--- config.mk ---
export PLATFORM = sky130hd
export DESIGN_NAME = vga_frame_reader
export DESIGN_NICKNAME = d
export VERILOG_FILES = /design/src/rtl/vga_pkg.sv /design/src/rtl/vga_timing_gen.sv /design/src/rtl/vga_frame_reader.sv
export SDC_FILE = /design/constraint.sdc
export NUM_CORES = 1
export LEC_CHECK = 0
export ABC_CLOCK_PERIOD_IN_PS = 3100
export BUFFER_PORTS_ARGS = -buffer_cell sky130_fd_sc_hd__buf_2
export CAP_MARGIN = 20
export CORE_UTILIZATION = 53
export DETAILED_ROUTE_END_ITERATION = 7
export PLACE_DENSITY = 0.76
export RECOVER_POWER = 100
export SYNTH_ARGS = -nofsm -noshare
export SYNTH_HDL_FRONTEND = slang
export SYNTH_SLANG_ARGS = --single-unit
export TNS_END_PERCENT = 1
--- constraint.sdc ---
create_clock -name clk -period 3.1 [get_ports clk]
set_clock_uncertainty 0.2 [all_clocks]
set_input_delay 0.31 -clock clk [delete_from_list [all_inputs] [get_ports clk]]
set_output_delay 0.31 -clock clk [all_outputs]
set_load 0.1 [all_outputs]
--- src/rtl/vga_pkg.sv ---
// Shared types and constants for the VGA frame reader.
//   - 640x480@60 timing constants and a vga_timing_t description
//   - pixel_t {r,g,b} payload and vga_ctl_t sideband flags
//   - sync polarity constants and generator state enum
`timescale 1ns/1ps
package vga_pkg;

    localparam int unsigned VGA_H_ACTIVE = 640;
    localparam int unsigned VGA_H_FP     = 16;
    localparam int unsigned VGA_H_SYNC   = 96;
    localparam int unsigned VGA_H_BP     = 48;
    localparam int unsigned VGA_V_ACTIVE = 480;
    localparam int unsigned VGA_V_FP     = 10;
    localparam int unsigned VGA_V_SYNC   = 2;
    localparam int unsigned VGA_V_BP     = 33;

    localparam logic SYNC_ACTIVE_LOW  = 1'b0;
    localparam logic SYNC_ACTIVE_HIGH = 1'b1;

    localparam int unsigned PIX_W = 8;

    typedef struct packed {
        logic [15:0] active;
        logic [15:0] fp;
        logic [15:0] sync;
        logic [15:0] bp;
    } vga_axis_t;

    typedef struct packed {
        vga_axis_t h;
        vga_axis_t v;
    } vga_timing_t;

    localparam vga_timing_t VGA_640X480_60 = '{
        h: '{active: 16'(VGA_H_ACTIVE), fp: 16'(VGA_H_FP),
             sync: 16'(VGA_H_SYNC), bp: 16'(VGA_H_BP)},
        v: '{active: 16'(VGA_V_ACTIVE), fp: 16'(VGA_V_FP),
             sync: 16'(VGA_V_SYNC), bp: 16'(VGA_V_BP)}
    };

    typedef struct packed {
        logic [PIX_W-1:0] r;
        logic [PIX_W-1:0] g;
        logic [PIX_W-1:0] b;
    } pixel_t;

    // Timing flags carried down the read-latency delay line (1 = active)
    typedef struct packed {
        logic de;
        logic hs;
        logic vs;
        logic fs;
    } vga_ctl_t;

    typedef enum logic {
        GEN_IDLE = 1'b0,
        GEN_RUN  = 1'b1
    } gen_state_t;

    function automatic int unsigned axis_total(input vga_axis_t a);
        return 32'(a.active) + 32'(a.fp) + 32'(a.sync) + 32'(a.bp);
    endfunction

    function automatic int unsigned axis_sync_start(input vga_axis_t a);
        return 32'(a.active) + 32'(a.fp);
    endfunction

    function automatic int unsigned axis_sync_end(input vga_axis_t a);
        return 32'(a.active) + 32'(a.fp) + 32'(a.sync);
    endfunction

endpackage

--- src/rtl/vga_timing_gen.sv ---
// Horizontal/vertical counters with sync windows and active flag.
// All flags are registered together with the counters, so they describe
// the position currently held in o_h_cnt/o_v_cnt.
//   clk, rstn      clock, async active-low reset
//   i_enable       low forces idle with counters at (0,0)
//   o_h_cnt/o_v_cnt current position
//   o_active       inside active region (and running)
//   o_hsync_act    inside horizontal sync window (1 = active)
//   o_vsync_act    inside vertical sync window (1 = active)
//   o_frame_first  position (0,0) of a running frame
`timescale 1ns/1ps
module vga_timing_gen
    import vga_pkg::*;
#(
    parameter vga_timing_t TIMING = VGA_640X480_60,
    parameter int unsigned H_W    = 10,
    parameter int unsigned V_W    = 10
) (
    input  logic           clk,
    input  logic           rstn,
    input  logic           i_enable,
    output logic [H_W-1:0] o_h_cnt,
    output logic [V_W-1:0] o_v_cnt,
    output logic           o_active,
    output logic           o_hsync_act,
    output logic           o_vsync_act,
    output logic           o_frame_first
);

    localparam int unsigned H_TOTAL  = axis_total(TIMING.h);
    localparam int unsigned V_TOTAL  = axis_total(TIMING.v);
    localparam int unsigned H_ACTIVE = 32'(TIMING.h.active);
    localparam int unsigned V_ACTIVE = 32'(TIMING.v.active);
    localparam int unsigned H_SYNC_S = axis_sync_start(TIMING.h);
    localparam int unsigned H_SYNC_E = axis_sync_end(TIMING.h);
    localparam int unsigned V_SYNC_S = axis_sync_start(TIMING.v);
    localparam int unsigned V_SYNC_E = axis_sync_end(TIMING.v);

    gen_state_t     r_state;
    gen_state_t     w_state_nxt;
    logic [H_W-1:0] r_h_cnt;
    logic [V_W-1:0] r_v_cnt;
    logic [H_W-1:0] w_h_nxt;
    logic [V_W-1:0] w_v_nxt;
    logic           r_active;
    logic           r_hs;
    logic           r_vs;
    logic           r_first;
    logic           w_active_nxt;
    logic           w_hs_nxt;
    logic           w_vs_nxt;
    logic           w_first_nxt;

    // State register
    always_ff @(posedge clk or negedge rstn) begin
        if (!rstn) r_state <= GEN_IDLE;
        else       r_state <= w_state_nxt;
    end

    // Next state: run while enabled; the first running cycle sits at (0,0)
    always_comb begin
        w_state_nxt = GEN_IDLE;
        if (i_enable) w_state_nxt = GEN_RUN;
    end

    // Next counter position and the flags that describe it
    always_comb begin
        w_h_nxt = '0;
        w_v_nxt = '0;
        if (w_state_nxt == GEN_RUN && r_state == GEN_RUN) begin
            if (32'(r_h_cnt) == H_TOTAL - 1) begin
                w_h_nxt = '0;
                if (32'(r_v_cnt) != V_TOTAL - 1) w_v_nxt = r_v_cnt + V_W'(1);
            end else begin
                w_h_nxt = r_h_cnt + H_W'(1);
                w_v_nxt = r_v_cnt;
            end
        end
        w_active_nxt = (w_state_nxt == GEN_RUN) &&
                       (32'(w_h_nxt) < H_ACTIVE) && (32'(w_v_nxt) < V_ACTIVE);
        w_hs_nxt     = (w_state_nxt == GEN_RUN) &&
                       (32'(w_h_nxt) >= H_SYNC_S) && (32'(w_h_nxt) < H_SYNC_E);
        w_vs_nxt     = (w_state_nxt == GEN_RUN) &&
                       (32'(w_v_nxt) >= V_SYNC_S) && (32'(w_v_nxt) < V_SYNC_E);
        w_first_nxt  = w_active_nxt && (w_h_nxt == '0) && (w_v_nxt == '0);
    end

    // Counter and flag registers
    always_ff @(posedge clk or negedge rstn) begin
        if (!rstn) begin
            r_h_cnt  <= '0;
            r_v_cnt  <= '0;
            r_active <= 1'b0;
            r_hs     <= 1'b0;
            r_vs     <= 1'b0;
            r_first  <= 1'b0;
        end else begin
            r_h_cnt  <= w_h_nxt;
            r_v_cnt  <= w_v_nxt;
            r_active <= w_active_nxt;
            r_hs     <= w_hs_nxt;
            r_vs     <= w_vs_nxt;
            r_first  <= w_first_nxt;
        end
    end

    assign o_h_cnt       = r_h_cnt;
    assign o_v_cnt       = r_v_cnt;
    assign o_active      = r_active;
    assign o_hsync_act   = r_hs;
    assign o_vsync_act   = r_vs;
    assign o_frame_first = r_first;

endmodule

--- src/rtl/vga_frame_reader.sv ---
// VGA video source: timing generation, frame-buffer address generation
// with optional 2^SCALE_SH pixel replication, and a MEM_LAT-deep delay
// line that realigns timing with returned pixel data.
//   clk, rstn            pixel clock, async active-low reset
//   i_enable             run timing; low holds the generator idle
//   o_rd_en, o_rd_addr   frame-buffer read strobe / linear address
//   i_rd_data            {R,G,B}, valid MEM_LAT cycles after o_rd_en
//   o_vsync/o_hsync/o_de video timing, MEM_LAT+1 cycles after the counters
//   o_r/g/b_data         pixel, zero while o_de is low
//   o_frame_start        one-cycle pulse with output pixel (0,0)
`timescale 1ns/1ps
module vga_frame_reader
    import vga_pkg::*;
#(
    parameter int unsigned WIDTH    = 8,
    parameter int unsigned H_ACTIVE = VGA_H_ACTIVE,
    parameter int unsigned H_FP     = VGA_H_FP,
    parameter int unsigned H_SYNC   = VGA_H_SYNC,
    parameter int unsigned H_BP     = VGA_H_BP,
    parameter int unsigned V_ACTIVE = VGA_V_ACTIVE,
    parameter int unsigned V_FP     = VGA_V_FP,
    parameter int unsigned V_SYNC   = VGA_V_SYNC,
    parameter int unsigned V_BP     = VGA_V_BP,
    parameter logic        SYNC_POL = SYNC_ACTIVE_LOW,
    parameter int unsigned SCALE_SH = 1,
    parameter int unsigned MEM_LAT  = 2,
    parameter int unsigned ADDR_W   = $clog2((H_ACTIVE >> SCALE_SH) * (V_ACTIVE >> SCALE_SH))
) (
    input  logic               clk,
    input  logic               rstn,
    input  logic               i_enable,
    output logic               o_rd_en,
    output logic [ADDR_W-1:0]  o_rd_addr,
    input  logic [3*WIDTH-1:0] i_rd_data,
    output logic               o_vsync,
    output logic               o_hsync,
    output logic               o_de,
    output logic [WIDTH-1:0]   o_r_data,
    output logic [WIDTH-1:0]   o_g_data,
    output logic [WIDTH-1:0]   o_b_data,
    output logic               o_frame_start
);

    localparam int unsigned H_TOTAL  = H_ACTIVE + H_FP + H_SYNC + H_BP;
    localparam int unsigned V_TOTAL  = V_ACTIVE + V_FP + V_SYNC + V_BP;
    localparam int unsigned H_W      = $clog2(H_TOTAL);
    localparam int unsigned V_W      = $clog2(V_TOTAL);
    localparam int unsigned SUB_MASK = (1 << SCALE_SH) - 1;
    localparam logic [ADDR_W-1:0] LINE_STEP = ADDR_W'(H_ACTIVE >> SCALE_SH);

    localparam vga_timing_t TIMING = '{
        h: '{active: 16'(H_ACTIVE), fp: 16'(H_FP), sync: 16'(H_SYNC), bp: 16'(H_BP)},
        v: '{active: 16'(V_ACTIVE), fp: 16'(V_FP), sync: 16'(V_SYNC), bp: 16'(V_BP)}
    };

    logic [H_W-1:0]    w_h_cnt;
    logic [V_W-1:0]    w_v_cnt;
    logic              w_active;
    logic              w_hs;
    logic              w_vs;
    logic              w_first;
    logic              w_col_step;
    logic              w_line_end;
    logic              w_base_step;
    logic              w_frame_wrap;
    logic [ADDR_W-1:0] r_col;
    logic [ADDR_W-1:0] r_line_base;
    vga_ctl_t          w_ctl;
    vga_ctl_t          w_tap;
    vga_ctl_t          r_dly [MEM_LAT];
    logic              r_de;
    logic              r_hsync;
    logic              r_vsync;
    logic              r_frame_start;
    logic [WIDTH-1:0]  r_r;
    logic [WIDTH-1:0]  r_g;
    logic [WIDTH-1:0]  r_b;

    vga_timing_gen #(
        .TIMING (TIMING),
        .H_W    (H_W),
        .V_W    (V_W)
    ) u_timing (
        .clk           (clk),
        .rstn          (rstn),
        .i_enable      (i_enable),
        .o_h_cnt       (w_h_cnt),
        .o_v_cnt       (w_v_cnt),
        .o_active      (w_active),
        .o_hsync_act   (w_hs),
        .o_vsync_act   (w_vs),
        .o_frame_first (w_first)
    );

    // Column advances on the last replica of a source pixel; the line base
    // advances after the last replica of a source line.
    assign w_col_step   = (32'(w_h_cnt) & SUB_MASK) == SUB_MASK;
    assign w_line_end   = 32'(w_h_cnt) == H_ACTIVE - 1;
    assign w_base_step  = (32'(w_v_cnt) & SUB_MASK) == SUB_MASK;
    assign w_frame_wrap = (32'(w_h_cnt) == H_TOTAL - 1) && (32'(w_v_cnt) == V_TOTAL - 1);

    // Incremental address generation
    always_ff @(posedge clk or negedge rstn) begin
        if (!rstn) begin
            r_col       <= '0;
            r_line_base <= '0;
        end else if (!i_enable) begin
            r_col       <= '0;
            r_line_base <= '0;
        end else begin
            if (w_active) begin
                if (w_line_end) begin
                    r_col <= '0;
                    if (w_base_step) r_line_base <= r_line_base + LINE_STEP;
                end else if (w_col_step) begin
                    r_col <= r_col + ADDR_W'(1);
                end
            end
            if (w_frame_wrap) r_line_base <= '0;
        end
    end

    assign o_rd_en   = w_active;
    assign o_rd_addr = r_line_base + r_col;

    assign w_ctl = '{de: w_active, hs: w_hs, vs: w_vs, fs: w_first};
    assign w_tap = r_dly[MEM_LAT-1];

    // Delay line matching the frame-buffer read latency
    always_ff @(posedge clk or negedge rstn) begin
        if (!rstn) begin
            for (int i = 0; i < int'(MEM_LAT); i++) r_dly[i] <= '0;
        end else begin
            r_dly[0] <= w_ctl;
            for (int i = 1; i < int'(MEM_LAT); i++) r_dly[i] <= r_dly[i-1];
        end
    end

    // Output register: timing and RGB leave together, RGB blanked outside de
    always_ff @(posedge clk or negedge rstn) begin
        if (!rstn) begin
            r_de          <= 1'b0;
            r_hsync       <= ~SYNC_POL;
            r_vsync       <= ~SYNC_POL;
            r_frame_start <= 1'b0;
            r_r           <= '0;
            r_g           <= '0;
            r_b           <= '0;
        end else begin
            r_de          <= w_tap.de;
            r_hsync       <= w_tap.hs ? SYNC_POL : ~SYNC_POL;
            r_vsync       <= w_tap.vs ? SYNC_POL : ~SYNC_POL;
            r_frame_start <= w_tap.fs;
            r_r           <= w_tap.de ? i_rd_data[3*WIDTH-1 -: WIDTH] : '0;
            r_g           <= w_tap.de ? i_rd_data[2*WIDTH-1 -: WIDTH] : '0;
            r_b           <= w_tap.de ? i_rd_data[WIDTH-1:0]          : '0;
        end
    end

    assign o_de          = r_de;
    assign o_hsync       = r_hsync;
    assign o_vsync       = r_vsync;
    assign o_frame_start = r_frame_start;
    assign o_r_data      = r_r;
    assign o_g_data      = r_g;
    assign o_b_data      = r_b;

endmodule

# Word-level counts from Yosys, hierarchy flattened
# Cells that the tools add are included.
dict set report word_totals {
  register_bits 95
  inputBits 27
  out_inout_bits 46
  wordCells 78
}
dict set report classes {
  add_sub_neg 5
  magnitude_cmp 6
  eq_ne 9
  muxes 20
  reduce_logical 14
}
# op count
set op_table {}
lappend op_table {{$mux 17} 9}
lappend op_table {{$mux 10} 5}
lappend op_table {{$eq 10x10->1 const B} 3}
lappend op_table {{$mux 8} 3}
lappend op_table {{$add 10x1->10 const B} 2}
lappend op_table {{$logic_not 10->1} 2}
lappend op_table {{$lt 10x10->1 const B} 2}
lappend op_table {{$lt 10x9->1 const B} 2}
lappend op_table {{$add 17x1->17 const B} 1}
lappend op_table {{$add 17x17->17} 1}
lappend op_table {{$add 17x9->17 const B} 1}
lappend op_table {{$ne 3x1->1 const B} 4}
lappend op_table {{$ge 10x10->1 const B} 1}
lappend op_table {{$ge 10x9->1 const B} 1}
lappend op_table {{$logic_and 1x1->1} 10}
lappend op_table {{$ne 10x10->1 const B} 1}
lappend op_table {{$mux 1} 3}
lappend op_table {{$reduce_and 3->1} 1}
lappend op_table {{$ne 2x1->1 const B} 1}
lappend op_table {{$reduce_and 2->1} 1}

# Logic depth before layout (Yosys ltp)
dict set report depth {
  depth_word 8
  ltp_mapped 9
  ltp_nobuf 8
}

# By module
# A second synthesis with hierarchy kept.
dict set report hier_totals {
  cells_unflattened 494
  hier_area_um2 4824.6
}
# module n_inst cells_per_inst area_per_inst_um2 seq_area_each_um2
set modules_own_cells {}
lappend modules_own_cells {vga_frame_reader 1 317 3228.1 1604.0}
lappend modules_own_cells {vga_timing_gen 1 177 1596.5 625.6}

# Worst setup path after synthesis
# No wires, ideal clock.
dict set report synth_path {
  kind {reg-to-output}
  start {reg r_line_base[7]}
  end {out o_rd_addr[16]}
  t_arrival_ns 2.993
  t_required_ns 2.590
  slack_ns -0.403
  stages_incl_launch_ff 8
  n_path_buf 0
  path_cell_list {dfrtp_1 ha_1 a21oi_1 o21bai_1 a21oi_1 o21ai_0 a31oi_1 xnor2_1}
}
dict set report synth_between {
  elab_chain_cells 1
}
# item line_no
set synth_rtl {}
lappend synth_rtl {{start, declared} vga_frame_reader.sv:67} ;# logic [ADDR_W-1:0] r_line_base;
lappend synth_rtl {{start signal, assigned} vga_frame_reader.sv:114} ;# if (w_base_step) r_line_base <= r_line_base + LINE_STEP;
lappend synth_rtl {{$add 17x17->17} vga_frame_reader.sv:124} ;# assign o_rd_addr = r_line_base + r_col;
lappend synth_rtl {{end, declared} vga_frame_reader.sv:33} ;# output logic [ADDR_W-1:0] o_rd_addr,
# No other way between the ends.

# Worst setup path in the final report
dict set report layout_path {
  start {reg r_col[7]}
  end {out o_rd_addr[14]}
}
dict set report layout_between {
  elab_chain_cells 1
}
# item line_no
set layout_rtl {}
lappend layout_rtl {{start, declared} vga_frame_reader.sv:66} ;# logic [ADDR_W-1:0] r_col;
lappend layout_rtl {{start signal, assigned} vga_frame_reader.sv:116} ;# r_col <= r_col + ADDR_W'(1);
lappend layout_rtl {{$add 17x17->17} vga_frame_reader.sv:124}
# No other way between the ends.

==> out/metrics.csv <==
metric;value;unit
status;finished with violations;
violations;max-capacitance violations, max-slew violations;
grt_overflow_total;0;
firstDrtPassIters;4;
antenna_found_initial;0;
hold_violations;0;
fin_crit_sh;97.2;%
numCtsBuffers;9;
hold_class;register to register;
worstMarginPinSlew;1.63;ns
ir_drop;0.000269;V
crit_required;2.59;ns
initial_core_util;56.1;%
postCtsSetupBuffers;0;
insertion_delay;0.36;ns
p_leak;2.33;nW
synth_area_per_cell;10.1;um^2
drt_iter0_drc;325;
synthCells;439;
fmax;0.332;GHz
slew_viol_final;28;
clkTransAtPathRegs;0.10;ns
dp_hpwl;6.59;mm
clk_path_buf_depth;2;
portBuffers;72;
finalNonFillerCells;635;
dpl_cell_area;4840;um^2
synth-async-reset-ratio;100;%
slowest_stage;dfrtp_1;
path_class;register to output pin;
die_x;93.4;um
p_per_area;434;nW/um^2
yosysWarnings;0;
drt_wl_total;10.1;mm
yosys.cell_types.count;55;
clockRootBuffer;clkbuf_8;
avgRoutedWirePerCell;15.9;um
clkSinkCount;89;
multi_input_area;2020;um^2
place.gp.congestion;0.900;
nets;570;
grt_pass1_wl;16.4;mm
relSlewSlack;-8.74;%
route.detailed.drc;0;
cts_max_level;3;
synth.yosys.seq_area_share;50.4;%
ant_nets;0;
cpPeakStageDelay;0.43;ns
grt_max_degree;90;
num_rows;32;
n_antenna_cell;0;
min_period;3.01;ns
layout-drive-gt1-share;12.6;%
synth-main-ff-cell;dfrtp_1;
netlist_area;4430;um^2
arrival;2.50;ns
synth_edf_count;0;
regArea;2230;um^2
io_pins;73;
cp-start-kind;register;
worst-path-max-fanout;4;
fill_cells;631;
ys_ff_latch;89;
path_cells;ha_1 > a21oi_2 > o21bai_1 > a21oi_2 > o21bai_1 > a21o_1 > xor2_1 > buf_4;
die_area;8720;um^2
dp_cells;593;
track_usage;24.4;%
die_h;93.4;um
finalSetupViolations;0;
grt_pass1_vias;3430;
coreArea;7890;um^2
synth_nets;481;
vias;3500;
design_area;5260;um^2
via_per_inst;5.51;
worstSetupEndpointType;output pin;
cts_tree;yes;
max_cap_viol_count;1;
synthToLayoutAreaGrowth;18.9;%
-- timing repair --
action | 4_1_cts | 5_1_grt
gates resized for setup | 3 | 7
setup endpoints to repair | 3 | 7
hold endpoints to repair | 78 | 0
pin swaps | 0 | 1
hold buffers | 25 | 0
-- cell usage after synthesis (2+ instances only) --
master | count | share of area (%)
a31oi_1 | 5 | 0.71
nor2b_1 | 2 | 0.28
nand3_1 | 19 | 2.1
a41oi_1 | 2 | 0.40
nand2_1 | 28 | 2.4
xnor2_1 | 25 | 4.9
a21oi_1 | 11 | 1.2
or3_1 | 6 | 0.85
o21a_1 | 2 | 0.34
clkbuf_1 | 16 | 1.4
and4_1 | 6 | 1.2
nand2b_1 | 2 | 0.28
buf_6 | 4 | 1.0
inv_1 | 11 | 0.93
nor4b_1 | 3 | 0.59
nor3b_1 | 4 | 0.68
and2_1 | 28 | 4.0
mux2i_1 | 2 | 0.45
or4_1 | 2 | 0.34
a211oi_1 | 2 | 0.34
nand2_2 | 2 | 0.28
ha_1 | 15 | 4.2
o211ai_1 | 2 | 0.34
nor4_1 | 7 | 0.99
nand4_1 | 10 | 1.4
buf_2 | 2 | 0.23
nand4b_1 | 2 | 0.40
a21o_1 | 3 | 0.51
dfstp_2 | 2 | 1.2
xor2_1 | 19 | 3.8
dfrtp_1 | 87 | 49
and3_1 | 4 | 0.57
nor2_1 | 50 | 4.2
nor3_1 | 18 | 2.0
o21ai_0 | 12 | 1.4
buf_4 | 4 | 0.68
o21bai_1 | 2 | 0.34
-- per-stage QoR --
stage,utilization (%),power [mW],setup TNS (ns),hold WS (ns),setup WS (ns)
finish,66.7,2.28,0,0.157,0.0874
global placement,61.4,1.51,0,0.134,0.303
global route,66.7,2.36,-0.0215,0.168,-0.0158
CTS,67.0,2.30,0,0.0151,0.0115
detailed placement,61.4,1.52,0,0.136,0.160
floorplan,-,1.44,-1.44,-0.186,-0.361
-- worst max-delay path: cells and delay by family (launching register included) --
kind,cells,cell delay (ns)
adders and majority gates,1,0.34
xor gates and xnor gates,1,0.17
AOI/OAI and AO/OA,5,0.88
DFF,1,0.43
buffers and inverters,1,0.32
-- sequential cells by signal, summed over array words and instances, names as in the netlist --
name	count
o_r_data	8
o_de	1
u_timing.o_v_cnt	10
r_dly	8
o_g_data	8
u_timing.r_state	1
u_timing.o_vsync_act	1
o_hsync	1
o_vsync	1
o_frame_start	1
u_timing.o_hsync_act	1
r_line_base	11
u_timing.o_frame_first	1
u_timing.o_h_cnt	10
o_b_data	8
u_timing.o_active	1
r_col	17
-- kinds of logic (layout without fill, tap and decap cells) --
group,after synthesis,after routing,synth area share (%)
AOI/OAI and AO/OA,49,49,7.29
muxes,3,3,0.707
xor gates and xnor gates,44,44,8.71
adders and majority gates,15,15,4.24
buffers and inverters,38,132,4.32
and+or+nand+nor,201,201,24.4
DFF,89,89,50.4
-- where the power goes --
group	leakage (nW)	internal, mW	switching (mW)
combinational	1.05	0.0615	0.247
clock	0.0901	0.307	0.459
sequential	1.19	1.19	0.0196
total	2.33	1.56	0.726
-- cell type report --
class                   instances  share of cell area [%]
repair buffers                105                    12.5
clock buffers                   9                    2.35
flip-flops and latches         89                    42.4
multi-input cells             312                    38.4
inverters                      11                   0.785
clock inverters                 7                    1.14
well taps                     102                    2.43
-- final timing paths --
kind	startpoint	end	slack (ns)	depth (start not counted)
worst min-delay path	r_dly[5]	r_dly[1]	0.16	0
worst min register to register	r_dly[5]	r_dly[1]	0.16	0
max in group asynchronous	rstn	o_vsync	0.99	3
worst max-delay path	r_col[7]	o_rd_addr[14]	0.09	8
min in group asynchronous	rstn	u_timing.o_v_cnt[7]	0.69	2
worst max register to register	u_timing.o_v_cnt[4]	u_timing.o_frame_first	0.19	7
-- placed cells by master (no fill, tap or decap), types with 4 or more instances in the layout --
master | netlist | routed
dfrtp_1 | 87 | 87
nor2_1 | 50 | 50
clkbuf_1 | 16 | 42
nand2_1 | 28 | 29
dlygate4sd3_1 | 0 | 25
buf_2 | 2 | 25
xnor2_1 | 25 | 24
and2_0 | 0 | 20
xor2_1 | 19 | 19
nand3_1 | 19 | 19
nor3_1 | 18 | 18
ha_1 | 15 | 14
o21ai_0 | 12 | 12
inv_1 | 11 | 11
nand4_1 | 10 | 10
a21oi_1 | 11 | 9
clkbuf_8 | 0 | 9
and2_1 | 28 | 8
nor4_1 | 7 | 7
or3_1 | 6 | 6
and4_1 | 6 | 6
buf_4 | 4 | 6
a31oi_1 | 5 | 5
nor3b_1 | 4 | 4
and3_1 | 4 | 4
-- layer usage --
metal | up-vias | global-route usage [%] | wire (um)
li1 | 1688 | - | -
met1 | 1670 | 33.4 | 4620
met2 | 132 | 39.6 | 4600
met3 | 10 | 4.07 | 715
met4 | 0 | 8.33 | 129
met5 | - | 0 | 0
No activity file was read; power rests on OpenSTA's default activity.
